### src/rtl/odma_lite_regs_pkg.sv
// Shared constants for the ODMA action AXI-lite register file: register map,
// CTRL/STATUS bit positions, response codes and a byte-lane merge helper.
package odma_lite_regs_pkg;

    localparam int REG_ID       = 0;
    localparam int REG_CTRL     = 1;
    localparam int REG_STATUS   = 2;
    localparam int REG_CYCLES   = 3;
    localparam int REG_SCRATCH0 = 4;

    localparam int CTRL_START_BIT  = 0;
    localparam int CTRL_IRQ_EN_BIT = 1;

    localparam int STATUS_BUSY_BIT = 0;
    localparam int STATUS_DONE_BIT = 1;

    localparam logic [1:0] RESP_OKAY   = 2'b00;
    localparam logic [1:0] RESP_SLVERR = 2'b10;

    // Byte-lane merge sized for the widest supported bus; callers cast to their width.
    function automatic logic [63:0] strb_merge(input logic [63:0] old_word,
                                               input logic [63:0] new_word,
                                               input logic [7:0]  strb);
        logic [63:0] merged;
        merged = old_word;
        for (int b = 0; b < 8; b++) begin
            if (strb[b]) merged[8*b +: 8] = new_word[8*b +: 8];
        end
        return merged;
    endfunction

endpackage

### src/rtl/odma_lite_wr_join.sv
// AXI-lite write join: captures AW and W independently, issues one register
// write once both are held, and owns the B handshake.
module odma_lite_wr_join #(
    parameter int AW       = 32,
    parameter int DW       = 32,
    parameter int ADDR_LSB = 2,
    parameter int IDX_W    = 4,
    parameter int NUM_REGS = 16
) (
    input  logic             clk,
    input  logic             rst_n,
    input  logic             s_lite_awvalid,
    input  logic [AW-1:0]    s_lite_awaddr,
    output logic             s_lite_awready,
    input  logic             s_lite_wvalid,
    input  logic [DW-1:0]    s_lite_wdata,
    input  logic [DW/8-1:0]  s_lite_wstrb,
    output logic             s_lite_wready,
    output logic             s_lite_bvalid,
    output logic [1:0]       s_lite_bresp,
    input  logic             s_lite_bready,
    output logic             o_wr_en,
    output logic [IDX_W-1:0] o_wr_idx,
    output logic             o_wr_addr_ok,
    output logic [DW-1:0]    o_wr_data,
    output logic [DW/8-1:0]  o_wr_strb,
    input  logic             i_wr_err
);
    import odma_lite_regs_pkg::*;

    logic                 r_aw_held;
    logic [AW-1:ADDR_LSB] r_aw_addr;
    logic                 r_w_held;
    logic [DW-1:0]        r_w_data;
    logic [DW/8-1:0]      r_w_strb;
    logic                 r_bvalid;
    logic [1:0]           r_bresp;

    logic w_aw_acc;
    logic w_w_acc;
    logic w_b_acc;
    logic w_unused_awaddr_lsb;

    assign s_lite_awready = ~r_aw_held & ~r_bvalid;
    assign s_lite_wready  = ~r_w_held & ~r_bvalid;
    assign s_lite_bvalid  = r_bvalid;
    assign s_lite_bresp   = r_bresp;

    assign w_aw_acc = s_lite_awvalid & s_lite_awready;
    assign w_w_acc  = s_lite_wvalid & s_lite_wready;
    assign w_b_acc  = r_bvalid & s_lite_bready;

    assign w_unused_awaddr_lsb = ^s_lite_awaddr[ADDR_LSB-1:0];

    // Fires for exactly one cycle: bvalid rises on the same edge and blocks a repeat.
    assign o_wr_en      = r_aw_held & r_w_held & ~r_bvalid;
    assign o_wr_idx     = r_aw_addr[ADDR_LSB +: IDX_W];
    assign o_wr_addr_ok = (r_aw_addr[AW-1:ADDR_LSB+IDX_W] == '0) &&
                          ({1'b0, o_wr_idx} < (IDX_W+1)'(NUM_REGS));
    assign o_wr_data    = r_w_data;
    assign o_wr_strb    = r_w_strb;

    // NOTE: sequential state uses non-blocking assignments so every flop samples pre-edge values.
    always_ff @(posedge clk or negedge rst_n) begin
        if (!rst_n) begin
            r_aw_held <= 1'b0;
            r_aw_addr <= '0;
            r_w_held  <= 1'b0;
            r_w_data  <= '0;
            r_w_strb  <= '0;
            r_bvalid  <= 1'b0;
            r_bresp   <= RESP_OKAY;
        end else begin
            if (w_aw_acc) begin
                r_aw_held <= 1'b1;
                r_aw_addr <= s_lite_awaddr[AW-1:ADDR_LSB];
            end else if (w_b_acc) begin
                r_aw_held <= 1'b0;
            end

            if (w_w_acc) begin
                r_w_held <= 1'b1;
                r_w_data <= s_lite_wdata;
                r_w_strb <= s_lite_wstrb;
            end else if (w_b_acc) begin
                r_w_held <= 1'b0;
            end

            if (o_wr_en) begin
                r_bvalid <= 1'b1;
                r_bresp  <= i_wr_err ? RESP_SLVERR : RESP_OKAY;
            end else if (w_b_acc) begin
                r_bvalid <= 1'b0;
            end
        end
    end

endmodule

### src/rtl/odma_action_lite_regs.sv
// AXI-lite register file for ODMA unit-sim actions: ID, CTRL start/irq_en,
// STATUS busy/done, busy-cycle counter, byte-strobed scratch registers.
module odma_action_lite_regs #(
    parameter int          AXIL_ADDR_WIDTH = 32,
    parameter int          AXIL_DATA_WIDTH = 32,
    parameter int          NUM_REGS        = 16,
    parameter logic [31:0] ACTION_ID       = 32'h1014_0ACE
) (
    input  logic                         clk,
    input  logic                         rst_n,
    input  logic                         s_lite_awvalid,
    input  logic [AXIL_ADDR_WIDTH-1:0]   s_lite_awaddr,
    output logic                         s_lite_awready,
    input  logic                         s_lite_wvalid,
    input  logic [AXIL_DATA_WIDTH-1:0]   s_lite_wdata,
    input  logic [AXIL_DATA_WIDTH/8-1:0] s_lite_wstrb,
    output logic                         s_lite_wready,
    output logic                         s_lite_bvalid,
    output logic [1:0]                   s_lite_bresp,
    input  logic                         s_lite_bready,
    input  logic                         s_lite_arvalid,
    input  logic [AXIL_ADDR_WIDTH-1:0]   s_lite_araddr,
    output logic                         s_lite_arready,
    output logic                         s_lite_rvalid,
    output logic [AXIL_DATA_WIDTH-1:0]   s_lite_rdata,
    output logic [1:0]                   s_lite_rresp,
    input  logic                         s_lite_rready,
    output logic                         action_start,
    input  logic                         action_done,
    output logic                         irq
);
    import odma_lite_regs_pkg::*;

    localparam int AW       = AXIL_ADDR_WIDTH;
    localparam int DW       = AXIL_DATA_WIDTH;
    localparam int SW       = DW / 8;
    localparam int ADDR_LSB = $clog2(SW);
    localparam int IDX_W    = $clog2(NUM_REGS);

    localparam logic [IDX_W-1:0] IDX_ID      = IDX_W'(REG_ID);
    localparam logic [IDX_W-1:0] IDX_CTRL    = IDX_W'(REG_CTRL);
    localparam logic [IDX_W-1:0] IDX_STATUS  = IDX_W'(REG_STATUS);
    localparam logic [IDX_W-1:0] IDX_CYCLES  = IDX_W'(REG_CYCLES);
    localparam logic [IDX_W-1:0] IDX_SCRATCH = IDX_W'(REG_SCRATCH0);

    logic             w_wr_en;
    logic [IDX_W-1:0] w_wr_idx;
    logic             w_wr_addr_ok;
    logic [DW-1:0]    w_wr_data;
    logic [SW-1:0]    w_wr_strb;
    logic             w_wr_err;
    logic             w_wr_ok;
    logic             w_start;

    logic             r_irq_en;
    logic             r_busy;
    logic             r_done;
    logic [DW-1:0]    r_cycles;
    logic             r_action_start;
    logic             r_irq;
    logic [DW-1:0]    r_scratch [REG_SCRATCH0:NUM_REGS-1];

    logic             r_rvalid;
    logic [DW-1:0]    r_rdata;
    logic [1:0]       r_rresp;
    logic             r_rd_status;

    logic             w_ar_acc;
    logic             w_r_acc;
    logic [IDX_W-1:0] w_rd_idx;
    logic             w_rd_ok;
    logic [DW-1:0]    w_rd_word;
    logic             w_unused_araddr_lsb;

    odma_lite_wr_join #(
        .AW       (AW),
        .DW       (DW),
        .ADDR_LSB (ADDR_LSB),
        .IDX_W    (IDX_W),
        .NUM_REGS (NUM_REGS)
    ) u_wr_join (
        .clk            (clk),
        .rst_n          (rst_n),
        .s_lite_awvalid (s_lite_awvalid),
        .s_lite_awaddr  (s_lite_awaddr),
        .s_lite_awready (s_lite_awready),
        .s_lite_wvalid  (s_lite_wvalid),
        .s_lite_wdata   (s_lite_wdata),
        .s_lite_wstrb   (s_lite_wstrb),
        .s_lite_wready  (s_lite_wready),
        .s_lite_bvalid  (s_lite_bvalid),
        .s_lite_bresp   (s_lite_bresp),
        .s_lite_bready  (s_lite_bready),
        .o_wr_en        (w_wr_en),
        .o_wr_idx       (w_wr_idx),
        .o_wr_addr_ok   (w_wr_addr_ok),
        .o_wr_data      (w_wr_data),
        .o_wr_strb      (w_wr_strb),
        .i_wr_err       (w_wr_err)
    );

    assign w_wr_err = ~w_wr_addr_ok | (w_wr_idx == IDX_ID);
    assign w_wr_ok  = w_wr_en & ~w_wr_err;
    assign w_start  = w_wr_ok & (w_wr_idx == IDX_CTRL) & w_wr_strb[0] &
                      w_wr_data[CTRL_START_BIT];

    assign action_start = r_action_start;
    assign irq          = r_irq;

    // Start outranks a coincident done for busy; done itself is set either way.
    always_ff @(posedge clk or negedge rst_n) begin
        if (!rst_n) begin
            r_irq_en       <= 1'b0;
            r_busy         <= 1'b0;
            r_done         <= 1'b0;
            r_cycles       <= '0;
            r_action_start <= 1'b0;
            r_irq          <= 1'b0;
        end else begin
            r_action_start <= w_start;
            r_irq          <= r_done & r_irq_en;

            if (w_wr_ok && w_wr_idx == IDX_CTRL && w_wr_strb[0])
                r_irq_en <= w_wr_data[CTRL_IRQ_EN_BIT];

            if (w_start)          r_busy <= 1'b1;
            else if (action_done) r_busy <= 1'b0;

            if (action_done)  r_done <= 1'b1;
            else if (w_r_acc && r_rd_status) r_done <= 1'b0;

            if (w_start)                        r_cycles <= '0;
            else if (r_busy && r_cycles != '1) r_cycles <= r_cycles + 1'b1;
        end
    end

    // NOTE: the scratch array is reset like any other flop because software expects it to read 0 after reset; it is too small to be RAM.
    always_ff @(posedge clk or negedge rst_n) begin
        if (!rst_n) begin
            for (int i = REG_SCRATCH0; i < NUM_REGS; i++) r_scratch[i] <= '0;
        end else begin
            for (int i = REG_SCRATCH0; i < NUM_REGS; i++) begin
                if (w_wr_ok && w_wr_idx == IDX_W'(i))
                    r_scratch[i] <= DW'(strb_merge(64'(r_scratch[i]), 64'(w_wr_data),
                                                   8'(w_wr_strb)));
            end
        end
    end

    assign w_ar_acc = s_lite_arvalid & ~r_rvalid;
    assign w_r_acc  = r_rvalid & s_lite_rready;
    assign w_rd_idx = s_lite_araddr[ADDR_LSB +: IDX_W];
    assign w_rd_ok  = (s_lite_araddr[AW-1:ADDR_LSB+IDX_W] == '0) &&
                      ({1'b0, w_rd_idx} < (IDX_W+1)'(NUM_REGS));
    assign w_unused_araddr_lsb = ^s_lite_araddr[ADDR_LSB-1:0];

    assign s_lite_arready = ~r_rvalid;
    assign s_lite_rvalid  = r_rvalid;
    assign s_lite_rdata   = r_rdata;
    assign s_lite_rresp   = r_rresp;

    // NOTE: every signal driven in always_comb gets a default first so no latch can be inferred.
    always_comb begin
        w_rd_word = '0;
        if (w_rd_idx == IDX_ID) begin
            w_rd_word = DW'(ACTION_ID);
        end else if (w_rd_idx == IDX_CTRL) begin
            w_rd_word[CTRL_IRQ_EN_BIT] = r_irq_en;
        end else if (w_rd_idx == IDX_STATUS) begin
            w_rd_word[STATUS_BUSY_BIT] = r_busy;
            w_rd_word[STATUS_DONE_BIT] = r_done;
        end else if (w_rd_idx == IDX_CYCLES) begin
            w_rd_word = r_cycles;
        end else if (w_rd_idx >= IDX_SCRATCH && w_rd_ok) begin
            w_rd_word = r_scratch[w_rd_idx];
        end
    end

    always_ff @(posedge clk or negedge rst_n) begin
        if (!rst_n) begin
            r_rvalid    <= 1'b0;
            r_rdata     <= '0;
            r_rresp     <= RESP_OKAY;
            r_rd_status <= 1'b0;
        end else if (w_ar_acc) begin
            r_rvalid    <= 1'b1;
            r_rdata     <= w_rd_ok ? w_rd_word : '0;
            r_rresp     <= w_rd_ok ? RESP_OKAY : RESP_SLVERR;
            r_rd_status <= w_rd_ok && (w_rd_idx == IDX_STATUS);
        end else if (w_r_acc) begin
            r_rvalid    <= 1'b0;
        end
    end

endmodule

### config.mk
export PLATFORM = sky130hd
export DESIGN_NAME = odma_action_lite_regs
export DESIGN_NICKNAME = d
export VERILOG_FILES = /design/src/rtl/odma_lite_regs_pkg.sv /design/src/rtl/odma_lite_wr_join.sv /design/src/rtl/odma_action_lite_regs.sv
export SDC_FILE = /design/constraint.sdc
export NUM_CORES = 1
export LEC_CHECK = 0
export CORE_MARGIN = 2
export CORE_UTILIZATION = 40
export DETAILED_ROUTE_END_ITERATION = 7
export PLACE_DENSITY_LB_ADDON = 0.05
export SLEW_MARGIN = 20
export SYNTH_ARGS = -nofsm -noshare
export SYNTH_HDL_FRONTEND = slang
export SYNTH_SLANG_ARGS = --single-unit
### constraint.sdc
create_clock -name clk -period 5.4 [get_ports clk]
set_input_delay 0.81 -clock clk [delete_from_list [all_inputs] [get_ports clk]]
set_output_delay 0.81 -clock clk [all_outputs]
set_load 0.01 [all_outputs]
# Yosys cells after proc, flatten, opt, wreduce, memory -nomap -nowiden
# Cells that the tools add are included.
# Widths: inputs -> output; s select.
[totals]
register_bits = 528
latchBits = 0
ramBits = 0
mem_bits_ro = 0
wordCells = 210
mem_count = 0
[classes]
n_addsub = 1
n_mul = 0
div = 0
magnitude_cmp = 2
eq_ne = 17
n_shift = 0
mux = 26
bitwise_logic = 22
n_reduce_logical = 77
[ops]
columns = ["cell", "n"]
rows = [
  ["$mux 32", 8],
  ["$bmux 32 s4", 1],
  ["$reduce_and 2->1", 48],
  ["$mux 30", 2],
  ["$logic_not 26->1", 2],
  ["$add 32x1->32 const B", 1],
  ["$eq 4x4->1 const B", 8],
  ["$ne 32x32->1 const B", 1],
  ["$logic_and 1x1->1", 18],
  ["$eq 4x3->1 const B", 4],
  ["$and 1x1->1", 14],
  ["$reduce_bool 2->1", 7],
  ["$mux 1", 12],
  ["$eq 4x1->1 const B", 2],
  ["$eq 4x2->1 const B", 2],
  ["$logic_not 4->1", 2],
  ["$mux 2", 3],
  ["$not 1->1", 6],
  ["$ge 5x5->1 const B", 1],
  ["$not 4->5", 1],
  ["$ge 4x3->1 const B", 1],
  ["$or 1x1->1", 1],
]

# Depth between registers and ports, before layout
[depth]
ltp_word = 10
mapped_depth = 9
ltp_nobuf = 6

# Cells and area by module
# Synthesis repeated with hierarchy kept, for this count alone.
[unflattened]
cells_unflattened = 1650
area_unflattened_um2 = 23674.0
[modules_own_cells]
columns = ["mod", "instances", "cells_per_inst", "area_per_inst_um2", "seq_area_each_um2"]
rows = [
  ["odma_action_lite_regs", 1, 1476, 20784.9, 11410.9],
  ["odma_lite_wr_join", 1, 174, 2889.0, 1751.7],
]

# Worst setup path after synthesis
# Ideal clock, no wire load.
[synth_path]
kind = "input to register"
start = "input port s_lite_araddr[2]"
end = "register r_rdata[23], in the netlist s_lite_rdata[23]"
setup_time_ps = 134
arrival_time_ps = 2470
setup_slack_ps = 2796
cell_stages = 6
cell_sequence = "buf_2 buf_2 buf_2 mux4_2 a221oi_1 o21ai_0"
[synth_between]
elab_chain_cells = 10
[synth_lines]
columns = ["element", "line", "rtl"]
rows = [
  ["from (decl)", "odma_action_lite_regs.sv:22", "input logic [AXIL_ADDR_WIDTH-1:0] s_lite_araddr,"],
  ["$not 4->5 (implied by the code)", "odma_action_lite_regs.sv:175", "w_rd_word = r_scratch[w_rd_idx];"],
  ["$bmux 32 s4", "odma_action_lite_regs.sv:175", ""],
  ["$mux 32 (implied by the code) (2 in a row)", "odma_action_lite_regs.sv:175", ""],
  ["$mux 32", "odma_action_lite_regs.sv:174", "end else if (w_rd_idx >= IDX_SCRATCH && w_rd_ok) begin"],
  ["$mux 32", "odma_action_lite_regs.sv:172", "end else if (w_rd_idx == IDX_CYCLES) begin"],
  ["$mux 30", "odma_action_lite_regs.sv:169", "end else if (w_rd_idx == IDX_STATUS) begin"],
  ["$mux 30", "odma_action_lite_regs.sv:167", "end else if (w_rd_idx == IDX_CTRL) begin"],
  ["$mux 32 *", "odma_action_lite_regs.sv:165", "if (w_rd_idx == IDX_ID) begin"],
  ["$mux 32 *", "odma_action_lite_regs.sv:187", "r_rdata <= w_rd_ok ? w_rd_word : '0;"],
  ["to (signal assigned)", "odma_action_lite_regs.sv:187", ""],
  ["to (decl)", "odma_action_lite_regs.sv:64", "logic [DW-1:0] r_rdata;"],
]
# Mark *: on every way between the ends. The rest lies on a longest branch, timed or not. The select of a mux whose other input is x is not followed.
# A chain may end at the register's enable or synchronous reset.

# Worst setup path after layout
[layout_path]
start = "register u_wr_join.r_aw_addr[2] (netlist bit)"
end = "register r_scratch[323] (netlist bit)"
[layout_between]
elab_chain_cells = 6
[layout_lines]
columns = ["element", "line", "rtl"]
rows = [
  ["from (decl)", "odma_lite_wr_join.sv:32", "logic [AW-1:ADDR_LSB] r_aw_addr;"],
  ["from (signal assigned)", "odma_lite_wr_join.sv:76", "r_aw_addr <= s_lite_awaddr[AW-1:ADDR_LSB];"],
  ["$logic_not 4->1", "odma_action_lite_regs.sv:102", "assign w_wr_err = ~w_wr_addr_ok | (w_wr_idx == IDX_ID);"],
  ["$or 1x1->1", "odma_action_lite_regs.sv:102", ""],
  ["$not 1->1", "odma_action_lite_regs.sv:103", "assign w_wr_ok = w_wr_en & ~w_wr_err;"],
  ["$and 1x1->1", "odma_action_lite_regs.sv:103", ""],
  ["$logic_and 1x1->1 *", "odma_action_lite_regs.sv:143", "if (w_wr_ok && w_wr_idx == IDX_W'(i))"],
  ["$reduce_and 2->1 (no line) *", "--", ""],
  ["to (signal, indexed assignment)", "odma_action_lite_regs.sv:144", "r_scratch[i] <= DW'(strb_merge(64'(r_scratch[i]), 64'(w_wr_data),"],
  ["to (decl)", "odma_action_lite_regs.sv:61", "logic [DW-1:0] r_scratch [REG_SCRATCH0:NUM_REGS-1];"],
]
# Mark *: on every way between the ends. The rest lies on a longest branch, timed or not.

==> impl_summary.md <==
Worst setup path
STA classifies the critical path startpoint as a register. STA classifies the critical path endpoint as a register. In this run the critical register-to-register path is captured at r_scratch[323]. The path depth of the worst reg2reg path is 5.

The data arrival time of the critical path is 3.75 ns. The startpoint of the most critical register-to-register path is u_wr_join.r_aw_addr[2]. The kind of cell with the highest combined delay along the critical path is simple AND/OR/NAND/NOR gates. The required time at the endpoint of the critical path is 5.89 ns.

Among all stages on the critical path, the largest delay is contributed by sky130_fd_sc_hd__nor4_4. The buffer and inverter count on the worst path is 0. The reg-to-reg setup timing slack is 2.14 ns. The critical path in this run is classified as reg2reg. The largest single stage delay on the critical path is 0.80 ns. The signal on the critical path passes through nor4_1, nor3_2, nand4_4, nor4_4, mux2_2.

The largest fanout of any net on the critical path is 19.

Detailed routing
The count of nets left with antenna violations once routing finished came out at 0. After detailed routing, the number of remaining DRC violations is 0. Summed over all layers, the routed wires come to 59.96 mm.

The mean routed wirelength per cell is 23.08 microns. The first-pass detailed-route iteration total is 5. Dividing the detail-routed via count by the number of cells gives 5.589. Across all layers, the routed design uses 14521 vias. After the first detailed-routing iteration, the DRC count stood at 781.

Cells and area
In the layout the commonest cells are 526 x sky130_fd_sc_hd__dfrtp_1, 369 x sky130_fd_sc_hd__mux2_2, 140 x sky130_fd_sc_hd__clkdlybuf4s50_1, 96 x sky130_fd_sc_hd__mux4_2, 83 x sky130_fd_sc_hd__mux2_1. The most common cell after layout, fill and taps aside is sky130_fd_sc_hd__dfrtp_1. The number of nets in the layout is 1889. The number of diodes added for antenna fixing is 0.

Fill cells in the final layout number 5243. The final standard cell count with taps included and fillers excluded is 2598. The multi-input logic area is 0.01048 sq mm. Compared with the post-synthesis result, the final layout area differs by 17.18%. The sequential cells in the finished layout cover a total of 0.01316 sq mm. The share of layout cells above drive strength 1 is 35.62%.

Timing
Setup repair after global routing left no endpoint under its margin. Dividing the final minimum period by the clock period gives 60.39%. The count of final hold-check violations is 0. Adding up every negative setup slack in the final design gives 0 ns. The routed design could run at a clock period as short as 3.261 ns. The final number of setup-violating endpoints is 0. Timing would allow up to 306.6 MHz.

The final count of pins violating max slew was 0. Between clock sinks in the finished design, the worst skew comes to 0.02818 ns. The post-route worst setup slack is 2.139 ns.

The remaining max-slew budget at the tightest pin is 36.28%. The tightest hold path in the finished design has a slack of 0.2344 ns. The transition time of the tightest slew-check pin is 0.9524 ns.

Clock tree
The number of instances resized during post-cts repair is 0. The count of clock tree sinks is 526. The clock root buffer is sky130_fd_sc_hd__clkbuf_16. Clock-pin slew was measured on the worst setup and hold paths at 0.06 ns. In this run, post-CTS hold repair placed 0 buffers. The clock reaches the later pin of the worst-skew pair after 0.62 ns. The clock passes through at most 3 buffers. CTS built an H-tree with a depth of 2. Clock tree synthesis inserted a total of 59 buffers. The post-CTS setup buffer count is 0. TritonCTS built the clock tree.

Yosys
The post-synthesis area per instance is 14.54 sq um. In this run, synthesis produced a sequential element count of 526. The synthesized design devotes to its leading area cell type 54.74% of total area.

In the synthesized netlist the async set-or-reset flop fraction comes to 100.0%. Among all flip-flop cells after synthesis, the most frequent one is sky130_fd_sc_hd__dfrtp_1. The synthesized design spends more area on one cell type than any other, namely sky130_fd_sc_hd__dfrtp_1. The number of enable-type register cells in the synthesized netlist is 0.

Yosys attributes the largest share of cell area to sky130_fd_sc_hd__dfrtp_1 55%, sky130_fd_sc_hd__mux2_2 17%, sky130_fd_sc_hd__mux4_2 9.0%. After synthesis the cells add up to 0.02405 sq mm. Yosys printed 0 warnings.

The synthesized instance count is 1654. Summing the sequential cell areas from Yosys gives 54.74% of the chip area. Yosys mapped the design onto 57 distinct sky130hd cell types.

Global routing
The initial antenna violation count is 2. The global-route wire length before repair is 94.01 mm. The met2 capacity usage during global routing is 31.93%. The overflow left after global routing is 0.

For met1 alone, demand over resource in global routing was 27.49%. The via count of the first global-routing pass is 15483. For this run, global-route usage on met3 was measured as 2.821%. The global-route usage over all layers is 19.56%.

In this run the most used layer during global routing was met2. The maximum number of pins on one net before global-route repair is 132.

Floorplan
The standard-cell row count is 89. The overall die area is 0.06209 sq mm. The effective utilization at floorplan is 40.59%. The region available for standard cell placement spans 0.05924 sq mm. The die span in y is 249.2 microns.

The die is 249.2 microns wide. The number of placed I/O pins is 151.

Pwr
Total power for the finished layout comes to 9.760 mW. The largest voltage drop on the vdd net is 0.0002713 V. Power spread over the standard cell area amounts to 346.4 mW/mm^2.

Summed over all cells, the static leakage comes to 12.88 nW.

Place
The instance count after placement with tap cells included is 2492. Routability-driven placement finished with a final weighted congestion of 0.7694. The HPWL after detailed placement is 38.67 mm. At the placement stage, the worst setup path has a slack of 2.094 ns. The count of port buffers added during placement is 144.

Outcome
The flow ran to the end, and the final reports show no timing, DRC or antenna violations.

Run
The max capacitance violation total is 0.

Hold path
The kind of path behind the tightest hold check is in2async.
==> routing by layer <==
layer / vias up / share of wire [%]
met5: - / 0.012
met4: 2 / 2.0
met3: 84 / 3.4
met2: 230 / 48
met1: 7751 / 47
li1: 6454 / -
==> synth_stat cells (all sizes together), types with 9 or more instances <==
| cell | count |
|---|---|
| nor3b | 9 |
| dfrtp | 526 |
| clkbuf | 78 |
| nor3 | 13 |
| mux2 | 460 |
| nand3 | 32 |
| nor4 | 28 |
| nor2 | 35 |
| nor2b | 14 |
| or3 | 19 |
| mux4 | 96 |
| a221oi | 20 |
| and3b | 9 |
| a22o | 19 |
| nand2 | 85 |
| and3 | 12 |
| buf | 25 |
| a21oi | 39 |
| nand4 | 12 |
| o21ai | 51 |
==> flip-flops by register name (all words and copies together) (netlist names) <==
register / count
u_wr_join.s_lite_bresp: 1
r_cycles: 32
u_wr_join.s_lite_bvalid: 1
r_irq_en: 1
s_lite_rdata: 32
r_done: 1
u_wr_join.r_aw_addr: 30
r_busy: 1
u_wr_join.r_w_held: 1
r_scratch: 384
action_start: 1
u_wr_join.o_wr_data: 32
u_wr_join.r_aw_held: 1
u_wr_join.o_wr_strb: 4
s_lite_rvalid: 1
irq: 1
s_lite_rresp: 1
r_rd_status: 1
==> where the power goes <==
group | internal (mW) | switching [mW]
clock | 2.25 | 1.61
sequential | 4.21 | 0.644
combinational | 0.511 | 0.539
total | 6.97 | 2.79
==> through the flow <==
stage                     utilization, %  area (sq um)
after floorplan                        -         24050
after global placement             44.35         26270
after detailed placement           44.41         26310
after CTS                          47.56         28170
after global routing               47.56         28180
final                              47.56         28180
==> final cells by class <==
cell class | count | share of cell area, %
inverter | 6 | 0.07993
multi-input combinational | 1020 | 37.18
timing repair buffer | 167 | 5.973
sequential | 526 | 46.72
tap | 773 | 3.433
clock buffer | 94 | 6.350
clock inverter | 12 | 0.2664
==> how the worst max path moves through the flow <==
stage                      startpoint                to  cells after the start
2_1_floorplan        s_lite_araddr[2]  s_lite_rdata[23]                      6
3_3_place_gp         s_lite_araddr[2]  s_lite_rdata[31]                      7
3_5_place_dp         s_lite_araddr[2]  s_lite_rdata[17]                      6
4_1_cts        u_wr_join.r_aw_addr[2]    r_scratch[323]                      5
5_1_grt        u_wr_join.r_aw_addr[2]    r_scratch[327]                      5
6_report       u_wr_join.r_aw_addr[2]    r_scratch[323]                      5
==> cells by family after synthesis <==
| group | after synthesis | share of synthesized area [%] |
|---|---|---|
| other | 1 | 0.01560 |
| buffers and inverters | 109 | 1.904 |
| multiplexers | 560 | 30.83 |
| adder cells (fa/ha/maj) | 1 | 0.05203 |
| XOR/XNOR | 11 | 0.4007 |
| AO/OA/AOI/OAI | 150 | 3.965 |
| AND/OR/NAND/NOR | 296 | 8.097 |
| flip-flops | 526 | 54.74 |
Note: power is estimated with default switching activity, not from simulation.
